==> src/rtl/dual_issue_scheduler_pkg.sv <==
// sched_pkg: RV32I opcodes and the decoded-instruction view used by the dual-issue scheduler.
package sched_pkg;
    localparam logic [6:0] OPC_LOAD   = 7'b0000011;
    localparam logic [6:0] OPC_STORE  = 7'b0100011;
    localparam logic [6:0] OPC_BRANCH = 7'b1100011;
    localparam logic [6:0] OPC_JAL    = 7'b1101111;
    localparam logic [6:0] OPC_JALR   = 7'b1100111;
    localparam logic [6:0] OPC_OP     = 7'b0110011;
    localparam logic [6:0] OPC_OPIMM  = 7'b0010011;
    localparam logic [6:0] OPC_LUI    = 7'b0110111;
    localparam logic [6:0] OPC_AUIPC  = 7'b0010111;

    typedef struct packed {
        logic [4:0] rd;
        logic [4:0] rs1;
        logic [4:0] rs2;
        logic       uses_rs1;
        logic       uses_rs2;
        logic       writes_rd;
        logic       is_load;
        logic       is_mem;
        logic       is_ctrl;
    } decoded_instr_t;
endpackage

==> src/rtl/dual_issue_scheduler_if.sv <==
// dual_issue_scheduler_if: fetch-buffer head slots, hold signals and registered issue slots.
// SCHED_PERF_EN adds the perf_dual/perf_single/perf_stall counter outputs.
interface dual_issue_scheduler_if;
    logic        nothing_filled;
    logic [31:0] instruction0;
    logic [31:0] instruction1;
    logic        ex_stall;
    logic        flush;
    logic        freeze1;
    logic        freeze2;
    logic        dependency_on_ins2;
    logic        issue0_valid;
    logic [31:0] issue0_instr;
    logic        issue1_valid;
    logic [31:0] issue1_instr;
`ifdef SCHED_PERF_EN
    logic [31:0] perf_dual;
    logic [31:0] perf_single;
    logic [31:0] perf_stall;

    modport master (
        output nothing_filled, instruction0, instruction1, ex_stall, flush,
        input  freeze1, freeze2, dependency_on_ins2,
        input  issue0_valid, issue0_instr, issue1_valid, issue1_instr,
        input  perf_dual, perf_single, perf_stall
    );
    modport slave (
        input  nothing_filled, instruction0, instruction1, ex_stall, flush,
        output freeze1, freeze2, dependency_on_ins2,
        output issue0_valid, issue0_instr, issue1_valid, issue1_instr,
        output perf_dual, perf_single, perf_stall
    );
`else
    modport master (
        output nothing_filled, instruction0, instruction1, ex_stall, flush,
        input  freeze1, freeze2, dependency_on_ins2,
        input  issue0_valid, issue0_instr, issue1_valid, issue1_instr
    );
    modport slave (
        input  nothing_filled, instruction0, instruction1, ex_stall, flush,
        output freeze1, freeze2, dependency_on_ins2,
        output issue0_valid, issue0_instr, issue1_valid, issue1_instr
    );
`endif
endinterface

==> src/rtl/dual_issue_scheduler_instr_decode.sv <==
// instr_decode: combinational RV32I register-usage decode; x0 never counts as a source or destination.
module instr_decode
    import sched_pkg::*;
(
    input  logic [31:0]    i_instr,
    output decoded_instr_t o_dec
);
    logic [6:0] w_opc;
    logic       w_rd_only;
    logic       w_rs1_rd;
    logic       w_no_rd;

    assign w_opc     = i_instr[6:0];
    assign w_rd_only = w_opc inside {OPC_LUI, OPC_AUIPC, OPC_JAL};
    assign w_rs1_rd  = w_opc inside {OPC_JALR, OPC_LOAD, OPC_OPIMM};
    assign w_no_rd   = w_opc inside {OPC_BRANCH, OPC_STORE};

    // Anything not matched above (OP and unknown opcodes) reads rs1/rs2 and writes rd
    always_comb begin
        o_dec.rd        = i_instr[11:7];
        o_dec.rs1       = i_instr[19:15];
        o_dec.rs2       = i_instr[24:20];
        o_dec.uses_rs1  = !w_rd_only && i_instr[19:15] != 5'd0;
        o_dec.uses_rs2  = !w_rd_only && !w_rs1_rd && i_instr[24:20] != 5'd0;
        o_dec.writes_rd = !w_no_rd && i_instr[11:7] != 5'd0;
        o_dec.is_load   = w_opc == OPC_LOAD;
        o_dec.is_mem    = w_opc == OPC_LOAD || w_opc == OPC_STORE;
        o_dec.is_ctrl   = w_opc inside {OPC_BRANCH, OPC_JAL, OPC_JALR};
    end
endmodule

==> src/rtl/dual_issue_scheduler.sv <==
// dual_issue_scheduler: issues 0/1/2 head instructions per cycle using a per-register load scoreboard.
// SCHED_PERF_EN adds dual/single/stall cycle counters.
module dual_issue_scheduler
    import sched_pkg::*;
#(
    parameter int LOAD_LATENCY = 2,
    parameter int NUM_REGS     = 32
)(
    input logic                  clk,
    input logic                  rst_n,
    dual_issue_scheduler_if.slave bus
);
    localparam int CW = $clog2(LOAD_LATENCY + 1);

    decoded_instr_t w_d0;
    decoded_instr_t w_d1;
    logic [CW-1:0]  r_sb [NUM_REGS];
    logic           w_h0;
    logic           w_h1;
    logic           w_pb;
    logic           w_kill;
    logic           w_run;
    logic           w_iss0;
    logic           w_iss1;
    logic           r_v0;
    logic           r_v1;
    logic [31:0]    r_i0;
    logic [31:0]    r_i1;

    instr_decode u_dec0 (.i_instr(bus.instruction0), .o_dec(w_d0));
    instr_decode u_dec1 (.i_instr(bus.instruction1), .o_dec(w_d1));

    assign w_h0 = (w_d0.uses_rs1 && r_sb[w_d0.rs1] != '0) || (w_d0.uses_rs2 && r_sb[w_d0.rs2] != '0);
    assign w_h1 = (w_d1.uses_rs1 && r_sb[w_d1.rs1] != '0) || (w_d1.uses_rs2 && r_sb[w_d1.rs2] != '0);

    assign w_pb = (w_d0.writes_rd && ((w_d1.uses_rs1 && w_d1.rs1 == w_d0.rd) ||
                                      (w_d1.uses_rs2 && w_d1.rs2 == w_d0.rd) ||
                                      (w_d1.writes_rd && w_d1.rd == w_d0.rd))) ||
                  w_d0.is_ctrl || (w_d0.is_mem && w_d1.is_mem) || w_h1 || bus.instruction1 == '0;

    assign w_kill = bus.nothing_filled || bus.flush;
    assign w_run  = !w_kill && !bus.ex_stall;
    assign w_iss0 = w_run && !w_h0;
    assign w_iss1 = w_iss0 && !w_pb;

    assign bus.freeze2            = !w_kill && bus.ex_stall;
    assign bus.freeze1            = w_run && w_h0;
    assign bus.dependency_on_ins2 = w_iss0 && w_pb;

    always_ff @(posedge clk or negedge rst_n) begin
        if (!rst_n) begin
            r_v0 <= 1'b0;
            r_v1 <= 1'b0;
            r_i0 <= '0;
            r_i1 <= '0;
        end else if (!bus.ex_stall || w_kill) begin
            r_v0 <= w_iss0;
            r_v1 <= w_iss1;
            if (w_iss0) r_i0 <= bus.instruction0;
            if (w_iss1) r_i1 <= bus.instruction1;
        end
    end

    // A load issued this edge overrides the countdown of its destination
    always_ff @(posedge clk or negedge rst_n) begin
        if (!rst_n) begin
            for (int r = 0; r < NUM_REGS; r++) r_sb[r] <= '0;
        end else begin
            for (int r = 0; r < NUM_REGS; r++)
                r_sb[r] <= ((w_iss0 && w_d0.is_load && w_d0.writes_rd && w_d0.rd == 5'(r)) ||
                            (w_iss1 && w_d1.is_load && w_d1.writes_rd && w_d1.rd == 5'(r)))
                           ? CW'(LOAD_LATENCY) : r_sb[r] - CW'(r_sb[r] != '0);
        end
    end

    assign bus.issue0_valid = r_v0;
    assign bus.issue0_instr = r_i0;
    assign bus.issue1_valid = r_v1;
    assign bus.issue1_instr = r_i1;

`ifdef SCHED_PERF_EN
    logic [31:0] r_perf_dual;
    logic [31:0] r_perf_single;
    logic [31:0] r_perf_stall;

    always_ff @(posedge clk or negedge rst_n) begin
        if (!rst_n) begin
            r_perf_dual   <= '0;
            r_perf_single <= '0;
            r_perf_stall  <= '0;
        end else if (!bus.nothing_filled) begin
            r_perf_dual   <= r_perf_dual + 32'(w_iss1);
            r_perf_single <= r_perf_single + 32'(w_iss0 && !w_iss1);
            r_perf_stall  <= r_perf_stall + 32'(!w_iss0);
        end
    end

    assign bus.perf_dual   = r_perf_dual;
    assign bus.perf_single = r_perf_single;
    assign bus.perf_stall  = r_perf_stall;
`endif
endmodule

==> src/flat_wrapper.sv <==
// flat-port wrapper written by rule: the top's interface ports become plain ports
module dual_issue_scheduler_flat import sched_pkg::*;
#(
    parameter int LOAD_LATENCY = 2,
    parameter int NUM_REGS     = 32
)
  (clk, rst_n, bus_nothing_filled, bus_instruction0, bus_instruction1, bus_ex_stall, bus_flush, bus_freeze1, bus_freeze2, bus_dependency_on_ins2, bus_issue0_valid, bus_issue0_instr, bus_issue1_valid, bus_issue1_instr);
  dual_issue_scheduler_if bus_i ();
  input logic clk;
  input logic rst_n;
  input wire logic [$bits(bus_i.nothing_filled)-1:0] bus_nothing_filled;
  input wire logic [$bits(bus_i.instruction0)-1:0] bus_instruction0;
  input wire logic [$bits(bus_i.instruction1)-1:0] bus_instruction1;
  input wire logic [$bits(bus_i.ex_stall)-1:0] bus_ex_stall;
  input wire logic [$bits(bus_i.flush)-1:0] bus_flush;
  output wire logic [$bits(bus_i.freeze1)-1:0] bus_freeze1;
  output wire logic [$bits(bus_i.freeze2)-1:0] bus_freeze2;
  output wire logic [$bits(bus_i.dependency_on_ins2)-1:0] bus_dependency_on_ins2;
  output wire logic [$bits(bus_i.issue0_valid)-1:0] bus_issue0_valid;
  output wire logic [$bits(bus_i.issue0_instr)-1:0] bus_issue0_instr;
  output wire logic [$bits(bus_i.issue1_valid)-1:0] bus_issue1_valid;
  output wire logic [$bits(bus_i.issue1_instr)-1:0] bus_issue1_instr;
  assign bus_i.nothing_filled = bus_nothing_filled;
  assign bus_i.instruction0 = bus_instruction0;
  assign bus_i.instruction1 = bus_instruction1;
  assign bus_i.ex_stall = bus_ex_stall;
  assign bus_i.flush = bus_flush;
  assign bus_freeze1 = bus_i.freeze1;
  assign bus_freeze2 = bus_i.freeze2;
  assign bus_dependency_on_ins2 = bus_i.dependency_on_ins2;
  assign bus_issue0_valid = bus_i.issue0_valid;
  assign bus_issue0_instr = bus_i.issue0_instr;
  assign bus_issue1_valid = bus_i.issue1_valid;
  assign bus_issue1_instr = bus_i.issue1_instr;
  dual_issue_scheduler #(.LOAD_LATENCY(LOAD_LATENCY), .NUM_REGS(NUM_REGS)) u_core (.clk(clk), .rst_n(rst_n), .bus(bus_i));
endmodule
==> config.mk <==
export PLATFORM = sky130hd
export DESIGN_NAME = dual_issue_scheduler_flat
export DESIGN_NICKNAME = d
export VERILOG_FILES = /design/src/rtl/dual_issue_scheduler_pkg.sv /design/src/rtl/dual_issue_scheduler_if.sv /design/src/rtl/dual_issue_scheduler_instr_decode.sv /design/src/rtl/dual_issue_scheduler.sv /design/src/flat_wrapper.sv
export SDC_FILE = /design/constraint.sdc
export NUM_CORES = 1
export LEC_CHECK = 0
export ABC_AREA = 1
export CORE_MARGIN = 2
export CORE_UTILIZATION = 50
export CTS_BUF_LIST = sky130_fd_sc_hd__clkbuf_4 sky130_fd_sc_hd__clkbuf_8
export CTS_CLUSTER_DIAMETER = 200
export DETAILED_ROUTE_END_ITERATION = 8
export PLACE_DENSITY = 0.79
export SYNTH_ARGS = -nofsm -noshare
export SYNTH_HDL_FRONTEND = slang
export SYNTH_SLANG_ARGS = --single-unit
==> constraint.sdc <==
create_clock -name clk -period 2.2 [get_ports clk]
set_clock_uncertainty 0.15 [all_clocks]
set_input_delay 0.22 -clock clk [delete_from_list [all_inputs] [get_ports clk]]
set_output_delay 0.22 -clock clk [all_outputs]
set_load 0.02 [all_outputs]
==> results.md, run 1 <==
* Cell count after synthesis at roughly 1200
* Final WL at between 40000 and 50000 um
* Row count at 46
* Vias in the first global route at 9938
* Area of the core at roughly 16000 um2
* Clk buf depth at 2
* LEAKAGE at 0.00679 uW
* Worst path required time at 1830 ps
* DR iter-0 viols at 1578
* Worst Path Arrival at between 2000 and 3000 ps
* P&R area growth vs syn at 69.3%
* Antenna fix cells at 0
* Crit Path Class: in2out
* Max VDD drop at 511 uV
* Worst-Skew Late Latency at between 400 and 500 ps
* Power per cell area at 599 nW/um2
* Launching element type of the critical path: input pin
* First-pass GRT wire length at 54600 um
* Post-route antenna net violation count at 0
* TritonCTS clock tree: yes
* Number of synthesized register bits at 130
* Status: finished, violations left
* First-pass DRT Iterations at 8
* Post-DP HPWL at 24600 um
* Min-Delay Path Class: in2async
* Worst-Margin Slew at 662 ps
* Final Core Density at 0.870
* Reg2reg path depth at 15
* Via density per instance at 6.22
* RSZ-0062 raised after global routing: yes
* Distinct cell type count after synthesis at 36
* Crit Path Max Fanout at 2
* Clock Pin Slew Worst Setup and Hold Paths at 100 ps
* Fin worst setup slack at -690 ps
* Final Max Slew Viols at 0
* R2r endpoint: u_core.r_sb[16]
* Die W at 132 um
* Total track usage at 0.407
* Layout cells sized above 1 at 0.387
* Setup Slack @ Placement at -994 ps
* R2r setup slk at -610 ps
* Final net count at approximately 1600
* Worst Setup End Kind: output pin
* Final Hold Violating Endpoints at 0
* Minimum clock period after layout at 2890 ps
* Max H-tree Level at 4
* Max cap viols at 0
* Die ar. at approximately 17000 um2
* DRC Markers at 0
* Failing checks: setup timing
* Overflow after GRT at 0
* Rel. slew slack at 0.555
* DR vias at 11141
* Die height at 132 um
* Total negative slack at -62390 ps
* Synth top area share at 0.397
* Avg Cell Area, Syn at about 7.0 um2
* TritonCTS buffer count at 17
* Ports at 138
* Async set-reset flop share out of synthesis at 1.00
* Root Driver: clkbuf_8
* Largest net degree at the start of global routing at 42
* Placer Congestion at 1.06
* Port bufs at 137
* Tot Pwr at 8310 uW
* Final setup violation count at 130
* Register area share after synthesis at 0.397
* Initial Utilization at 0.514
* Warnings from Yosys at 0
* Worst r2r src: u_core.r_sb[48]
* Largest area contributor in the netlist: dfrtp_1
* Clk sink count at 130
* Syn nets at 1241
* Post-synth EDFFs at 0
* Post-synth design cell area at 8190 um2
* Top post-synthesis cells by area: dfrtp_1, nand2_1, nand3_1
* Fmax at 346 MHz
* Crit share post-route at 1.31
* Ys flop type: dfrtp_1
* Wire length per cell at around 24 um
* Initial antenna violation count at 0
how the worst max path moves through the flow:
stage                               startpoint                          end  slack [ps]
after floorplan                u_core.r_sb[40]       bus_dependency_on_ins2          50
after global placement    bus_instruction0[22]  u_core.bus.issue0_instr[13]        -940
after detailed placement  bus_instruction0[22]  u_core.bus.issue0_instr[31]        -990
after CTS                      u_core.r_sb[10]       bus_dependency_on_ins2        -260
after global routing           u_core.r_sb[48]              u_core.r_sb[16]        -690
final                      bus_instruction0[5]                  bus_freeze1        -690
critical path: stages:
cell	delay [ps]
clkdlybuf4s50_1	410
inv_1	140
nor2_1	90
nand2_1	120
inv_1	90
nand3_1	110
o31ai_2	120
nor3b_1	530
nand2_4	130
buf_4	170
a21boi_2	130
buf_4	140
buf_6	110
state kept, by name, summed over array words and instances, names as in the netlist:
name	flops
u_core.r_sb	64
u_core.bus.issue0_instr	32
u_core.bus.issue1_instr	32
u_core.bus.issue0_valid	1
u_core.bus.issue1_valid	1
timing repair:
item	CTS	global route
endpoints found under the hold margin	73	0
hold buffers	1	0
setup buffers	22	9
setup endpoints to repair	128	130
gates cloned	8	12
gates resized for setup	187	233
pin swaps	21	55
metal layers:
layer,wire length [um],global-route usage,vias up,share of wire
met1,14900,0.507,5148,0.34
li1,-,-,4591,-
met2,19700,0.661,1061,0.45
met5,0,0,-,0
met3,5410,0.0934,341,0.12
met4,3430,0.213,0,0.079
metrics by stage:
| stage | cells | hold slack, ps | instance area (um2) |
|---|---|---|---|
| 3_3_place_gp | 1710 | 71.4 | 11400 |
| 3_5_place_dp | 1710 | 78.4 | 11400 |
| 4_1_cts | 1773 | 128 | 12700 |
| 5_1_grt | 1790 | 147 | 13900 |
| 6_report | 1790 | 110 | 13900 |
| 2_1_floorplan | 1172 | -226 | 8200 |
Yosys cell counts (all sizes together), types with 9 or more instances:
library cell and n:
nand2 381, nand3 190, dfrtp 130, nor2 125, inv 116, o21ai 92, buf 42, nor3 39
nand4 11, a21oi 9, o211ai 9
cell usage in the layout (no fill, tap or decap), types with 5 or more instances in the layout:
cell and instances:
nand2_1 251, buf_4 224, clkdlybuf4s50_1 133, dfrtp_1 125, nand3_1 117, nor2_1 104, inv_1 98, nand2_2 71
nand2_4 59, nand3_2 42, o21ai_2 40, nor3_1 38, nand3_4 31, o21ai_1 28, o21ai_0 24, buf_12 19
buf_6 18, clkbuf_8 17, nor2_2 16, inv_2 14, nand4_1 11, o211ai_1 9, a21oi_1 8, clkbuf_16 8
xnor2_1 7, nor4_1 7, buf_16 7, clkinvlp_4 6, inv_6 5, buf_8 5, dfrtp_2 5
kinds of logic (layout without fill, tap and decap cells):
logic type      Yosys count  after routing  synth area share
compound gates          114            114            0.0848
xor+xnor                  7              7           0.00749
buf+inv                 167            568            0.0979
flops                   130            130             0.397
simple gates            754            755             0.413
where the power goes:
group,total [uW],internal (uW),switching (uW)
clock,2300,1150,1150
sequential,3100,2730,370
combinational,2910,1370,1540
final cells by class:
cell class / count / area, um2
Timing Repair inverter: 2 / 18.8
Timing Repair Buffer: 416 / 4080
Tap cell: 216 / 270
Clock buffer: 18 / 241
Inverter: 118 / 474
Multi-Input combinational cell: 876 / 5340
Fill cell: 769 / 2070
Sequential cell: 130 / 3260
Clock inverter: 14 / 178
Note: power is estimated with default switching activity, not from simulation.
==> run 2: changes to the inputs <==
Settings changed: SYNTH_HIERARCHICAL from default to 1.
==> results.md, run 2 <==
* Status: finished, violations left
* Failing checks: setup timing
* Layout cells sized above 1 at 0.226 (-0.161)
* Setup Slack @ Placement at -959 ps (+35.1 ps)
* Max cap viols at 0 (unchanged)
* Biggest register: u_core/r_sb
* Port bufs at 137 (unchanged)
* Max FFs per register at 64 (unchanged)
* Minimum clock period after layout at 2650 ps (-244 ps)
* Die ar. at 17700 um2 (+1.6%)
* Fraction of power consumed by sequential logic at 0.400 (+0.027)
* Worst-Margin Slew at 516 ps (-146 ps)
* Initial antenna violation count at 0 (unchanged)
* Avg Cell Area, Syn at 6.72 um2 (-3.9%)
* Final net count at 1580 (-3.1%)
* Fmax at 378 MHz (+9.2%)
* Clk buf depth at 2 (unchanged)
* CP endpoint: u_core/bus.issue1_instr[6]
* Worst-Skew Late Latency at 470 ps (-20 ps)
* Vias in the first global route at 9174 (-7.7%)
* Antenna fix cells at 0 (unchanged)
* # fillers at 1253 (+63%)
* Worst path required time at 2410 ps (+580 ps)
* LEAKAGE at 0.00597 uW (-12%)
* DR vias at 9892 (-11%)
* Final Max Slew Viols at 0 (unchanged)
* Fin worst setup slack at -446 ps (+244 ps)
* Launching element type of the critical path: input pin
* NetSw at 2630 uW (-14%)
* RSZ-0062 raised after global routing: yes
* Clock Pin Slew Worst Setup and Hold Paths at 90 ps (about the same)
* Post-route antenna net violation count at 0 (unchanged)
* Final WL at 31800 um (-27%)
* First-pass DRT Iterations at 6 (-2)
* Crit Path Max Fanout at 13 (+11)
* Final Hold Violating Endpoints at 0 (unchanged)
* Via density per instance at 5.67 (-8.9%)
* Cell count after synthesis at 1240 (+5.8%)
* Crit share post-route at 1.20 (-0.111)
* Total negative slack at -30840 ps (+31540 ps)
* WHS Path Cells at 4
* Largest net degree at the start of global routing at 50 (+19%)
* R2r setup slk at -440 ps (+170 ps)
* Final setup violation count at 129 (-0.77%)
* Most common cell after layout, fill and taps aside: nand2_1
* R2r endpoint: u_core/bus.issue1_instr[6]
* Dpl cell area at 10900 um2 (-4.2%)
* Max H-tree Level at 4 (unchanged)
* Warnings from Yosys at 6 (+6)
* Crit Path Class: in2reg
* TritonCTS clock tree: yes
* Comb power frac at 0.324 (-0.026)
* First-pass GRT wire length at 47100 um (-14%)
* Worst r2r src: u_core/r_sb[0]
* DR iter-0 viols at 1354 (-14%)
* Worst Setup End Kind: flip-flop
* Fin area at 11900 um2 (-14%)
* Rel. slew slack at 0.655 (+0.0998)
* Min-Delay Path Class: in2reg
* Max VDD drop at 595 uV (+16%)
* Post-synth design cell area at 8330 um2 (+1.7%)
* Syn nets at 1309 (+5.5%)
* Die height at 133 um (+0.81%)
* Ports at 138 (unchanged)
* Power Internal at 4760 uW (-9.2%)
* Die W at 133 um (+0.81%)
* Row count at 47 (+2.2%)
* TritonCTS buffer count at 17 (unchanged)
* Clk sink count at 130 (unchanged)
* Post-DP HPWL at 22000 um (-11%)
* Power per cell area at 621 nW/um2 (+3.6%)
* Wire length per cell at 18.3 um (-25%)
* Most frequent cells in the layout: nand2_1, buf_4, nor2_1, clkdlybuf4s50_1, nand3_1
* Critical Path Start: bus_instruction1[10]
* Worst hold margin at 12.3 ps (-97.4 ps)
* Worst Path Arrival at 2860 ps (+340 ps)
* Total track usage at 0.340 (-0.0666)
* Final Core Density at 0.726 (-0.144)
* Initial Utilization at 0.508 (-0.00615)
* Switching Share at 0.356 (-0.0125)
* Area of the core at 16400 um2 (+2.9%)
* Placer Congestion at 1.06 (+0.31%)
* DRC Markers at 0 (unchanged)
* Clock share of power at 0.276 (about the same)
* Root Driver: clkbuf_8
* Reg2reg path depth at 15 (unchanged)
* P&R area growth vs syn at 43.0%
* Overflow after GRT at 0 (unchanged)
==> run 2: cell count changes in the layout (fill, tap and decap cells not counted), sizes merged, moves of 6 or more <==
cell,previous run,this run
buf,273,189
nand2,381,453
nor2,126,175
inv,121,89
nand3,190,168
nor3,39,26
clkdlybuf4s50,133,125
nand4,11,3
dlymetal6s2s,0,7
nor4,7,0
o22ai,0,7
xnor2,7,1
==> run 2: power groups by stage <==
stage / sequential, uW / combinational, uW / clock [uW]
6_report: 2960 / 2400 / 2040
3_5_place_dp: 2980 / 2310 / 0
3_3_place_gp: 2980 / 2260 / 0
4_1_cts: 2950 / 2330 / 2060
2_1_floorplan: 3420 / 627 / 0
5_1_grt: 3000 / 2550 / 2170
==> run 2: area by class of cell <==
type | instances | area [um2] | area share
Sequential cell | 130 | 3260 | 0.274
Clock buffer | 17 | 234 | 0.0196
Timing Repair Buffer | 329 | 3110 | 0.261
Clock inverter | 15 | 149 | 0.0125
Inverter | 86 | 327 | 0.0274
Multi-Input combinational cell | 947 | 4550 | 0.382
Tap cell | 220 | 275 | 0.0231
==> run 2: repair_timing <==
action,CTS,global route
buffers inserted,4,6
endpoints found under the setup margin,101,132
endpoints found under the hold margin,85,0
hold buffers,1,0
gates cloned,2,6
gates resized for setup,45,103
pin swaps,4,26
==> run 2: metrics by stage <==
stage	power (uW)	cells
CTS	7340	1736
detailed placement	5290	1697
global route	7720	1744
floorplan	4050	1240
global placement	5240	1697
finish	7400	1744
==> run 2: worst min-delay path by stage <==
stage                                    from                         end  slack [ps]
after CTS                 bus_instruction1[5]  u_core/bus.issue1_instr[5]          50
after global placement                  rst_n             u_core/r_sb[45]          60
after global routing      bus_instruction1[1]  u_core/bus.issue1_instr[1]           7
after floorplan                         rst_n  u_core/bus.issue0_instr[0]        -230
final                     bus_instruction1[1]  u_core/bus.issue1_instr[1]          10
after detailed placement                rst_n             u_core/r_sb[30]          50
==> run 2: routing by layer <==
| layer | global-route usage | up-vias | share of wire |
|---|---|---|---|
| met5 | 0 | - | 0 |
| met4 | 0.180 | 0 | 0.058 |
| met3 | 0.0866 | 182 | 0.11 |
| met2 | 0.535 | 716 | 0.45 |
| met1 | 0.433 | 4512 | 0.37 |
| li1 | - | 4482 | - |
==> run 2: critical path: stages <==
cell             delay [ps]
clkdlybuf4s50_1         450
nor3_1                  250
nand2_1                  90
o21ai_0                 100
inv_1                   110
o21ai_0                  90
nor2_1                   70
nand3_1                 120
nand3_2                 110
a21oi_4                 260
nand3_4                 130
nor2_4                  190
buf_6                   120
clkinvlp_4              180
clkbuf_16               230
nand2_1                  60
nand2_1                  60
